`config.mk`:
```
export PLATFORM = sky130hd
export DESIGN_NAME = imm_ext_arbiter_flat
export DESIGN_NICKNAME = d
export VERILOG_FILES = /design/src/rtl/ext_pkg.sv /design/src/rtl/imm_ext_arbiter_if.sv /design/src/rtl/imm_ext_arbiter_extend_unit.sv /design/src/rtl/imm_ext_arbiter.sv /design/src/flat_wrapper.sv
export SDC_FILE = /design/constraint.sdc
export NUM_CORES = 1
export LEC_CHECK = 0
export CAP_MARGIN = 20
export CORE_MARGIN = 5
export CORE_UTILIZATION = 41
export CTS_CLUSTER_DIAMETER = 120
export DETAILED_ROUTE_END_ITERATION = 12
export PLACE_DENSITY_LB_ADDON = 0.15
export SKIP_CTS_REPAIR_TIMING = 1
export SYNTH_ARGS = -nofsm -noshare
export SYNTH_HDL_FRONTEND = slang
export SYNTH_SLANG_ARGS = --single-unit
```
`constraint.sdc`:
```
create_clock -name clk -period 1.4 [get_ports clk]
set_input_delay 0.14 -clock clk [delete_from_list [all_inputs] [get_ports clk]]
set_output_delay 0.14 -clock clk [all_outputs]
set_load 0.01 [all_outputs]
```
`src/rtl/ext_pkg.sv`:
```
// Shared definitions for the immediate-extension arbiter: mode encodings,
// datapath widths and the packed result record held in the output slot.
package ext_pkg;

  localparam int IMM_W  = 16;
  localparam int DATA_W = 32;

  typedef enum logic [1:0] {
    MODE_SIGN   = 2'b00,
    MODE_ZERO   = 2'b01,
    MODE_UPPER  = 2'b10,
    MODE_BRANCH = 2'b11
  } ext_mode_e;

  typedef struct packed {
    logic [DATA_W-1:0] data;
    logic              src;
  } ext_result_t;

endpackage

```
`src/rtl/imm_ext_arbiter_if.sv`:
```
// Request/response bundle between two immediate producers, the arbiter and
// the single downstream consumer.
interface imm_ext_arbiter_if;

  logic                      req0_valid;
  logic                      req0_ready;
  logic [ext_pkg::IMM_W-1:0] req0_imm;
  logic [1:0]                req0_mode;

  logic                      req1_valid;
  logic                      req1_ready;
  logic [ext_pkg::IMM_W-1:0] req1_imm;
  logic [1:0]                req1_mode;

  logic                       out_valid;
  logic                       out_ready;
  logic [ext_pkg::DATA_W-1:0] out_data;
  logic                       out_src;

  // Requesters and consumer side
  modport master (
    output req0_valid, req0_imm, req0_mode,
    input  req0_ready,
    output req1_valid, req1_imm, req1_mode,
    input  req1_ready,
    input  out_valid, out_data, out_src,
    output out_ready
  );

  modport slave (
    input  req0_valid, req0_imm, req0_mode,
    output req0_ready,
    input  req1_valid, req1_imm, req1_mode,
    output req1_ready,
    output out_valid, out_data, out_src,
    input  out_ready
  );

endinterface

```
`src/rtl/imm_ext_arbiter_extend_unit.sv`:
```
// Purely combinational immediate extender: widens a 16-bit immediate to
// 32 bits according to the selected extension mode.
module extend_unit
  import ext_pkg::*;
(
  input  logic [IMM_W-1:0]  imm,
  input  logic [1:0]        mode,
  output logic [DATA_W-1:0] ext
);

  always_comb begin
    ext = '0;
    case (ext_mode_e'(mode))
      MODE_SIGN:   ext = {{16{imm[15]}}, imm};
      MODE_ZERO:   ext = {16'h0000, imm};
      MODE_UPPER:  ext = {imm, 16'h0000};
      MODE_BRANCH: ext = {{14{imm[15]}}, imm, 2'b00};
      default:     ext = '0;
    endcase
  end

endmodule

```
`src/rtl/imm_ext_arbiter.sv`:
```
// Two-requester arbiter feeding a shared immediate extender into a
// single-entry output register (round-robin or fixed priority).
module imm_ext_arbiter
  import ext_pkg::*;
#(
  parameter int PRIO_RESET = 0,
  parameter int FAIR       = 1
) (
  input  logic               clk,
  input  logic               reset,
  imm_ext_arbiter_if.slave   bus
);

  localparam logic PRIO_INIT = (PRIO_RESET != 0);
  localparam logic FAIR_EN   = (FAIR != 0);

  ext_result_t       out_q;
  logic              out_valid_q;
  logic              prio_q;

  logic              slot_free;
  logic              grant1;
  logic              xfer;
  logic [IMM_W-1:0]  sel_imm;
  logic [1:0]        sel_mode;
  logic [DATA_W-1:0] ext_data;

  // Slot is free when empty or being drained; reset holds both readies low
  // so no transfer can be signalled while the register is cleared.
  always_comb begin
    slot_free = reset & (~out_valid_q | bus.out_ready);
    if (bus.req0_valid & bus.req1_valid) begin
      grant1 = FAIR_EN & prio_q;
    end else begin
      grant1 = bus.req1_valid;
    end
    xfer     = slot_free & (bus.req0_valid | bus.req1_valid);
    sel_imm  = grant1 ? bus.req1_imm  : bus.req0_imm;
    sel_mode = grant1 ? bus.req1_mode : bus.req0_mode;
  end

  assign bus.req0_ready = slot_free & bus.req0_valid & ~grant1;
  assign bus.req1_ready = slot_free & bus.req1_valid &  grant1;

  extend_unit u_extend (
    .imm  (sel_imm),
    .mode (sel_mode),
    .ext  (ext_data)
  );

  // Output slot and priority pointer; a drain without a new transfer empties
  // the slot, while drain plus transfer simply overwrites it.
  always_ff @(posedge clk or negedge reset) begin
    if (!reset) begin
      out_valid_q <= 1'b0;
      out_q       <= '0;
      prio_q      <= PRIO_INIT;
    end else begin
      if (xfer) begin
        out_valid_q <= 1'b1;
        out_q.data  <= ext_data;
        out_q.src   <= grant1;
        if (FAIR_EN) begin
          prio_q <= ~grant1;
        end
      end else if (bus.out_ready) begin
        out_valid_q <= 1'b0;
      end
    end
  end

  assign bus.out_valid = out_valid_q;
  assign bus.out_data  = out_q.data;
  assign bus.out_src   = out_q.src;

endmodule

```
`src/flat_wrapper.sv`:
```
// flat-port wrapper written by rule: the top's interface ports become plain ports
module imm_ext_arbiter_flat import ext_pkg::*;
#(
  parameter int PRIO_RESET = 0,
  parameter int FAIR       = 1
)
  (clk, reset, bus_req0_valid, bus_req0_imm, bus_req0_mode, bus_req0_ready, bus_req1_valid, bus_req1_imm, bus_req1_mode, bus_req1_ready, bus_out_valid, bus_out_data, bus_out_src, bus_out_ready);
  imm_ext_arbiter_if bus_i ();
  input  logic clk;
  input  logic reset;
  input wire logic [$bits(bus_i.req0_valid)-1:0] bus_req0_valid;
  input wire logic [$bits(bus_i.req0_imm)-1:0] bus_req0_imm;
  input wire logic [$bits(bus_i.req0_mode)-1:0] bus_req0_mode;
  output wire logic [$bits(bus_i.req0_ready)-1:0] bus_req0_ready;
  input wire logic [$bits(bus_i.req1_valid)-1:0] bus_req1_valid;
  input wire logic [$bits(bus_i.req1_imm)-1:0] bus_req1_imm;
  input wire logic [$bits(bus_i.req1_mode)-1:0] bus_req1_mode;
  output wire logic [$bits(bus_i.req1_ready)-1:0] bus_req1_ready;
  output wire logic [$bits(bus_i.out_valid)-1:0] bus_out_valid;
  output wire logic [$bits(bus_i.out_data)-1:0] bus_out_data;
  output wire logic [$bits(bus_i.out_src)-1:0] bus_out_src;
  input wire logic [$bits(bus_i.out_ready)-1:0] bus_out_ready;
  assign bus_i.req0_valid = bus_req0_valid;
  assign bus_i.req0_imm = bus_req0_imm;
  assign bus_i.req0_mode = bus_req0_mode;
  assign bus_req0_ready = bus_i.req0_ready;
  assign bus_i.req1_valid = bus_req1_valid;
  assign bus_i.req1_imm = bus_req1_imm;
  assign bus_i.req1_mode = bus_req1_mode;
  assign bus_req1_ready = bus_i.req1_ready;
  assign bus_out_valid = bus_i.out_valid;
  assign bus_out_data = bus_i.out_data;
  assign bus_out_src = bus_i.out_src;
  assign bus_i.out_ready = bus_out_ready;
  imm_ext_arbiter #(.PRIO_RESET(PRIO_RESET), .FAIR(FAIR)) u_core (.clk(clk), .reset(reset), .bus(bus_i));
endmodule
```
Word-level counts from Yosys, hierarchy flattened
Index checks and enable logic that the tools add are counted.
{"block": "totals", "register_bits": 35, "word_cells": 26, "output_inout_bits": 36, "input_bits": 41}
{"block": "classes", "reduce_logical": 2, "bitwise_logic": 11, "eq_ne": 3, "muxes": 6}
{"cell": "32-bit one-hot mux with 4 select lines", "count": 1}
{"cell": "16-bit 2-to-1 mux", "count": 1}
{"cell": "1-bit AND", "count": 7}
{"cell": "2-bit equality test (second input constant)", "count": 2}
{"cell": "1-bit 2-to-1 mux", "count": 3}
{"cell": "2-bit by 1-bit equality test with 1-bit output (second input constant)", "count": 1}
{"cell": "2-bit zero test", "count": 1}
{"cell": "2-bit 2-to-1 mux", "count": 1}
{"cell": "1-bit NOT", "count": 2}
{"cell": "1-bit bitwise OR", "count": 2}
{"cell": "2-bit nonzero test", "count": 1}

Logic depth before layout (Yosys ltp)
Gate-level depths: netlist of run 1.
{"block": "depth", "word_depth": 5, "depth_mapped": 6, "mapped_depth_nobuf": 4}

Cells and area by module
From an unflattened synthesis of run 1, not the netlist that was laid out.
{"block": "unflattened", "hier_cells": 161, "hier_area_um2": 2110.8}
{"module": "imm_ext_arbiter", "n_inst": 1, "area_each_um2": 1599.0, "cells_each": 101, "seq_area_each_um2": 875.8}
{"module": "extend_unit", "n_inst": 1, "area_each_um2": 511.7, "cells_each": 60, "seq_area_each_um2": 0.0}

Least setup slack after synthesis of run 1
Ideal clock, no wire load.
{"block": "synth_timing", "path_type": "register to register", "start": "register u_core.out_valid_q, in the netlist u_core.bus.out_valid", "end": "register u_core.out_q (netlist bit u_core.bus.out_data[10])", "arrival_time_ns": 1.338, "path_stages_with_launch": 7, "slack_ns": -0.072, "t_required_ns": 1.266, "period_less_slack_ns": 1.472, "n_path_buf": 2, "setup_ns": 0.134, "path_cell_list": "dfrtp_1 > nand2b_1 > o211ai_1 > buf_2 > buf_1 > a311oi_1 > o22ai_1"}
{"block": "synth_via", "elab_chain_cells": 4}
{"element": "start: declaration", "line": "imm_ext_arbiter.sv:18", "rtl": "logic out_valid_q;"}
{"element": "start signal: assignment", "line": "imm_ext_arbiter.sv:55", "rtl": "out_valid_q <= 1'b0;"}
{"element": "start signal: assignment", "line": "imm_ext_arbiter.sv:60", "rtl": "out_valid_q <= 1'b1;"}
{"element": "start signal: assignment", "line": "imm_ext_arbiter.sv:67", "rtl": "out_valid_q <= 1'b0;"}
{"element": "1-bit NOT", "line": "imm_ext_arbiter.sv:31", "rtl": "slot_free = reset & (~out_valid_q | bus.out_ready);"}
{"element": "1-bit bitwise OR", "line": "imm_ext_arbiter.sv:31"}
{"element": "1-bit AND", "line": "imm_ext_arbiter.sv:31"}
{"element": "1-bit AND", "line": "imm_ext_arbiter.sv:37", "rtl": "xfer = slot_free & (bus.req0_valid | bus.req1_valid);"}
{"element": "end: declaration", "line": "imm_ext_arbiter.sv:17", "rtl": "ext_result_t out_q;"}
No other way between the ends.
A chain may end at the register's enable or synchronous reset.

Final worst setup path of run 1
{"block": "layout_timing", "start": "register u_core.prio_q", "end": "register u_core.out_q (netlist bit u_core.bus.out_data[6])"}
{"block": "layout_via", "elab_chain_cells": 4, "elab_cells_between_ends": 8, "classes_between": "eq/ne: 3; mux: 4; reduce/logical: 1"}
{"element": "start: declaration", "line": "imm_ext_arbiter.sv:19", "rtl": "logic prio_q;"}
{"element": "start signal: assignment", "line": "imm_ext_arbiter.sv:64", "rtl": "prio_q <= ~grant1;"}
{"element": "1-bit 2-to-1 mux *", "line": "imm_ext_arbiter.sv:32", "rtl": "if (bus.req0_valid & bus.req1_valid) begin"}
{"element": "2-bit 2-to-1 mux", "line": "imm_ext_arbiter.sv:39", "rtl": "sel_mode = grant1 ? bus.req1_mode : bus.req0_mode;"}
{"element": "2-bit equality test (tied with other cells)", "line": "imm_ext_arbiter_extend_unit.sv:13", "rtl": "case (ext_mode_e'(mode))"}
{"element": "32-bit one-hot mux with 4 select lines *", "line": "imm_ext_arbiter_extend_unit.sv:13"}
Mark *: on every way between the ends. The rest lies on a longest branch, timed or not.

==> impl_metrics.toml, run 1 <==
[logic_synthesis]
synthTopCellsByArea = "dfrtp_1 41%, o22a_1 6.6%, a22oi_1 5.6%"
ys.flop_type = "dfrtp_1"
syn_inst = 231
ys_seq_area_share_pct = 41.0
synth_top_area_share_pct = 41.0
synthesis.area_mm2 = 0.00214
synth-edff-count = 0
synth_top_family_by_area = "compound AO/OA/AOI/OAI gates"
synth_mux_area_share_pct = 0.936
synth-seq-cells = 35
synth_compound_area_share_pct = 32.2
synthesis.nets = 272
async_reset_ff_share_pct = 100
syn_area_per_cell_um2 = 9.26
synthAdderAreaFrac_pct = 0
yosys.area.top_type = "dfrtp_1"
synth_warnings = 0
yosysUniqueCellTypes = 39
synthXorXnorAreaFrac_pct = 0.410
synthSimpleGateAreaFrac_pct = 19.3

[pwr]
p_switching_mw = 1.21
clkPwrFrac_pct = 24.9
swShare_pct = 30.7
sequentialPowerShare_pct = 33.9
ir_drop_mv = 0.893
power_density_mw_per_mm2 = 1050
finalPower_mw = 3.93
intPower_mw = 2.72
leakagePower_nw = 1.56
combPwrFrac_pct = 41.2

[drt]
wl_per_cell_um = 18.7
firstDrtPassIters = 5
viasPerCell = 5.92
routed_wl_um = 7930
drc = 0
via_count = 2514
first_iter_violations = 270
ant_nets = 0

[cts]
cts_sinks = 35
insertion_delay_ns = 0.29
cts-root-buf = "clkbuf_8"
cts_tree = "done"
htree_levels = 2
cts_made_buffers = 5
clk_pin_slew_ns = 0.07
clk_path_buf_depth = 2

[grt]
antenna_found_initial = 0
grt_overflow = 0
grt_pass1_wl_um = 11500
track_usage_pct = 22.4
grt_max_degree = 24
grt_pass1_vias = 2352

[place]
dp_hpwl_um = 5570
place_inst = 407
routabilityCongestion = 0.912
dpl-instance-area_mm2 = 0.00334
port_buffers = 76

[final_layout]
fin_area_mm2 = 0.00373
fin_nets = 395
fill_cells = 379
drive_gt1_share_pct = 29.0
final_cells = 425
antenna_cells = 0
final_util_pct = 73.5
area_delta_synth_final_pct = 74.4

[floorplan]
die_h_um = 82.2
die_width_um = 82.2
rows = 26
ios = 77
fp.coreArea_mm2 = 0.00507
dieArea_mm2 = 0.00676
start_util_pct = 42.1

[critical_path]
r2r_setup_slack_ns = -0.16
crit_family = "flip-flops"
start_kind = "flop"
arrival_ns = 1.72
slowest_stage = "dfrtp_1"
cp.buffers_inverters = 2
reg2reg_depth = 6
cp_cell_sequence = "nand2b_4 -> buf_6 -> buf_6 -> and4_1 -> a311oi_1 -> o22ai_1"
path_class = "flop to flop"
required_ns = 1.56
r2r_end = "u_core.bus.out_data[6]$_DFFE_PN0P_"
cpPeakStageDelay_ns = 0.40
worstSetupEndpointType = "flop"
worstReg2RegStart = "u_core.prio_q$_DFFE_PN0P_"
critical_path.max_fanout = 7
cp_common_cell = "buf_6"

[run]
maxCapViolCount = 0

[hold_path]
min_to = "u_core.prio_q$_DFFE_PN0P_"
min_from = "reset"
min_path_cells = 5
worstHoldPathType = "input port to flop"

[sta]
rsz0062_at_grt = "yes"
fmax_mhz = 640
hold_slack_ns = 0.387
final_max_slew_viol_count = 0
hold_viol = 0
finalWorstSetupSlack_ns = -0.162
maxSlewHeadroom_pct = 74.7
worstMarginPinSlew_ns = 0.378
fin_crit_sh_pct = 112
clock_skew_ns = 0.00344
finalCriticalPeriod_ns = 1.56
setup_violations = 34

[run_status]
status = "finished, violations left"
violations = "setup timing"
per-layer routing:
metal	global-route usage, %	vias to the layer above	share of wire [%]
li1	-	1153	-
met1	30.8	1221	43
met2	35.9	123	48
met3	4.34	17	7.4
met4	5.98	0	1.7
met5	0	-	0
tightest hold or removal path, stage by stage:
cell	delay, ns
buf_2	0.13
nand2_1	0.10
nor2_2	0.11
buf_4	0.12
nor2_1	0.04
flip-flops by register name, indices dropped and copies added, names as in the netlist:
name and flops:
u_core.bus.out_data 32, u_core.bus.out_src 1, u_core.bus.out_valid 1, u_core.prio_q 1
final cells by class:
class	instances	area (um^2)	area share, %
clock buffers	6	82.6	2.21
flip-flops and latches	35	876	23.5
multi-input cells	168	1270	34.2
repair buffers	139	1350	36.2
well taps	70	87.6	2.35
clock inverters	2	38.8	1.04
inverters	5	18.8	0.503
cell usage after synthesis, drive strengths merged (2+ instances only):
cell,instances
mux2i,2
dfrtp,35
nor2,19
o22a,16
nand4,5
a21o,2
nand3,17
inv,5
nand2,6
and4,11
nand2b,2
o211a,3
a22oi,16
a311o,2
clkbuf,11
a41oi,2
o21ai,17
buf,12
o31ai,2
o22ai,11
o211ai,5
a311oi,11
and2,11
metrics by stage:
stage,TNS (ns),setup slack [ns]
2_1_floorplan,-0.0442,-0.00369
3_3_place_gp,-12.64,-0.401
3_5_place_dp,-13.98,-0.456
4_1_cts,-7.05,-0.480
5_1_grt,-5.54,-0.217
6_report,-3.64,-0.162
layout by cell type (no fill, tap or decap), types with 3 or more instances in the layout:
master           count
nor2_1              17
clkbuf_8             6
a311oi_2             4
buf_12               6
a22oi_1             14
and2_1               8
o21ai_0              6
buf_6                6
o22a_1              16
o21ai_1              7
buf_2                4
o211ai_1             3
o22ai_1             11
nand4_1              5
o21ai_2              4
nand3_1             16
a311oi_1             7
dfrtp_1             35
nand2_1              5
and4_1              11
buf_4               45
clkdlybuf4s50_1     71
inv_1                3
power groups by stage:
stage / Sequential, mW / Combinational [mW] / Clock [mW]
final: 1.33 / 1.62 / 0.980
after global routing: 1.36 / 1.73 / 1.05
after CTS: 1.33 / 1.45 / 0.997
after detailed placement: 1.35 / 1.44 / 0
after global placement: 1.35 / 1.42 / 0
after floorplan: 1.43 / 0.511 / 0
kinds of logic (layout without fill, tap and decap cells):
| logic type | after synthesis | in the layout |
|---|---|---|
| buffers and inverters | 28 | 152 |
| XOR/XNOR | 1 | 1 |
| flip-flops | 35 | 35 |
| multiplexers | 2 | 2 |
| AND/OR/NAND/NOR | 74 | 74 |
| AO/OA/AOI/OAI | 91 | 91 |
worst max-delay path by stage:
stage / start / to / slack (ns) / cells after the start
2_1_floorplan: u_core.prio_q$_DFFE_PN0P_ / u_core.bus.out_data[21]$_DFFE_PN0P_ / -0.004 / 5
3_3_place_gp: bus_req0_valid / u_core.bus.out_data[15]$_DFFE_PN0P_ / -0.40 / 7
3_5_place_dp: bus_out_ready / u_core.bus.out_data[21]$_DFFE_PN0P_ / -0.46 / 6
4_1_cts: u_core.prio_q$_DFFE_PN0P_ / bus_req0_ready / -0.48 / 4
5_1_grt: u_core.prio_q$_DFFE_PN0P_ / u_core.bus.out_data[28]$_DFFE_PN0P_ / -0.22 / 6
6_report: u_core.prio_q$_DFFE_PN0P_ / u_core.bus.out_data[6]$_DFFE_PN0P_ / -0.16 / 6
(Power assumes the default switching activity.)
==> run 2, diff against run 1 <==
--- a/config.mk
+++ b/config.mk
@@ -6,8 +6,9 @@
 export NUM_CORES = 1
 export LEC_CHECK = 0
 export CAP_MARGIN = 20
+export CORE_ASPECT_RATIO = 0.8
 export CORE_MARGIN = 5
-export CORE_UTILIZATION = 41
+export CORE_UTILIZATION = 48
 export CTS_CLUSTER_DIAMETER = 120
 export DETAILED_ROUTE_END_ITERATION = 12
 export PLACE_DENSITY_LB_ADDON = 0.15
==> constraint.sdc (replaced) <==
create_clock -name clk -period 2 [get_ports clk]
set_input_delay 0.2 -clock clk [delete_from_list [all_inputs] [get_ports clk]]
set_output_delay 0.2 -clock clk [all_outputs]
set_load 0.01 [all_outputs]
==> run 2 against run 1 <==
Compared with the run above:
- clock skew increased by 0.0053 ns
- die area decreased by 13%
- first-iteration DRC count increased by 29%
- global-route usage increased by 1.9 points
- the flow now finishes without violations
- non-clock buffer count decreased by 43
- hold slack got worse by 0.063 ns
- combinational power decreased by 42%
- sequential share of layout area increased by 4.2 points
- largest power group unchanged
==> impl_metrics.toml, run 2 (synthesis results as in run 1) <==
[drt]
via_count = 2331
wl_per_cell_um = 19.3
first_iter_violations = 349
ant_nets = 0
routed_wl_um = 7100
viasPerCell = 6.33
drc = 0
firstDrtPassIters = 5

[sta]
final_max_slew_viol_count = 0
hold_viol = 0
rsz0062_at_grt = "no"
fmax_mhz = 524
maxSlewHeadroom_pct = 36.0
tns_ns = 0
fin_crit_sh_pct = 95.4
hold_slack_ns = 0.324
setup_violations = 0
finalCriticalPeriod_ns = 1.91
worstMarginPinSlew_ns = 0.957
clock_skew_ns = 0.00876

[final_layout]
antenna_cells = 0
fill_cells = 340
final_util_pct = 74.4
area_delta_synth_final_pct = 48.0
largest_register_ffs = 32
final_common_cell = "clkdlybuf4s50_1"
final_cells = 368
final_cell_mix = "74 x clkdlybuf4s50_1, 35 x dfrtp_1, 18 x nor2_1"
fin_nets = 352
drive_gt1_share_pct = 9.97

[cts]
clk_pin_slew_ns = 0.06
cts-root-buf = "clkbuf_8"
cts_made_buffers = 5
clk_path_buf_depth = 2
cts_sinks = 35
insertion_delay_ns = 0.29
cts_tree = "done"
htree_levels = 2

[place]
dp_hpwl_um = 5180
place_inst = 359
routabilityCongestion = 0.929
port_buffers = 76

[critical_path]
cp_cell_sequence = "clkdlybuf4s50_1 -> nand2_1 -> nor2_1 -> clkdlybuf4s50_1"
start_kind = "input port"
path_class = "input port to primary output"
r2r_setup_slack_ns = 0.30
required_ns = 1.80
worstSetupEndpointType = "primary output"
slowest_stage = "clkdlybuf4s50_1"
cp_common_cell = "clkdlybuf4s50_1"
arrival_ns = 1.71
cpPeakStageDelay_ns = 0.60
critical_path.max_fanout = 5

[floorplan]
die_h_um = 69.7
start_util_pct = 50.2
die_width_um = 84.6
fp.coreArea_mm2 = 0.00426
rows = 21
ios = 77
dieArea_mm2 = 0.00590

[grt]
grt_pass1_vias = 2273
antenna_found_initial = 0
grt_overflow = 0
grt_max_degree = 30
grt_pass1_wl_um = 11500
track_usage_pct = 24.3

[pwr]
leakagePower_nw = 1.28
finalPower_mw = 2.49
ir_drop_mv = 0.616
power_density_mw_per_mm2 = 787

[run]
maxCapViolCount = 0

[run_status]
status = "finished, final reports clean"

[hold_path]
worstHoldPathType = "input port to flop"
[run 2: area by class of cell]
type	instances	area (um^2)	area share [%]
flip-flops and latches	35	876	27.7
well taps	57	71.3	2.25
repair buffers	96	963	30.4
clock inverters	2	37.5	1.19
multi-input cells	168	1130	35.7
clock buffers	5	68.8	2.17
inverters	5	18.8	0.593
[run 2: metal layers]
| metal | global-route usage, % | routed length, um |
|---|---|---|
| met4 | 7.56 | 104 |
| met3 | 5.11 | 718 |
| met1 | 36.2 | 3110 |
| met5 | 0 | 0 |
| met2 | 35.0 | 3170 |
[run 2: final timing paths]
path / from / end / depth (start not counted)
max: bus_req1_valid / bus_req1_ready / 4
min in group asynchronous: reset / u_core.bus.out_data[14]$_DFFE_PN0P_ / 3
max reg2reg: u_core.prio_q$_DFFE_PN0P_ / u_core.bus.out_data[30]$_DFFE_PN0P_ / 6
min reg2reg: u_core.bus.out_src$_DFFE_PN0P_ / u_core.bus.out_src$_DFFE_PN0P_ / 1
min: reset / u_core.bus.out_valid$_DFFE_PN0P_ / 3
max in group asynchronous: reset / u_core.bus.out_data[27]$_DFFE_PN0P_ / 3
[run 2: critical path: cells and delay by family]
family | cells | cell delay [ns]
buffers and inverters | 2 | 1.18
and+or+nand+nor | 2 | 0.32
[run 2: metrics by stage]
stage | setup slack [ns] | cell area (um^2)
3_5_place_dp | 0.0433 | 3040
5_1_grt | 0.00460 | 3170
6_report | 0.0928 | 3170
4_1_cts | 0.0631 | 3140
2_1_floorplan | 0.528 | 2140
3_3_place_gp | 0.0896 | 3040
[run 2: where the power goes]
| part | internal [mW] | leakage (nW) | switching [mW] | total [mW] |
|---|---|---|---|---|
| Combinational | 0.519 | 0.827 | 0.422 | 0.941 |
| Sequential | 0.851 | 0.406 | 0.0847 | 0.936 |
| Clock | 0.364 | 0.0502 | 0.252 | 0.615 |
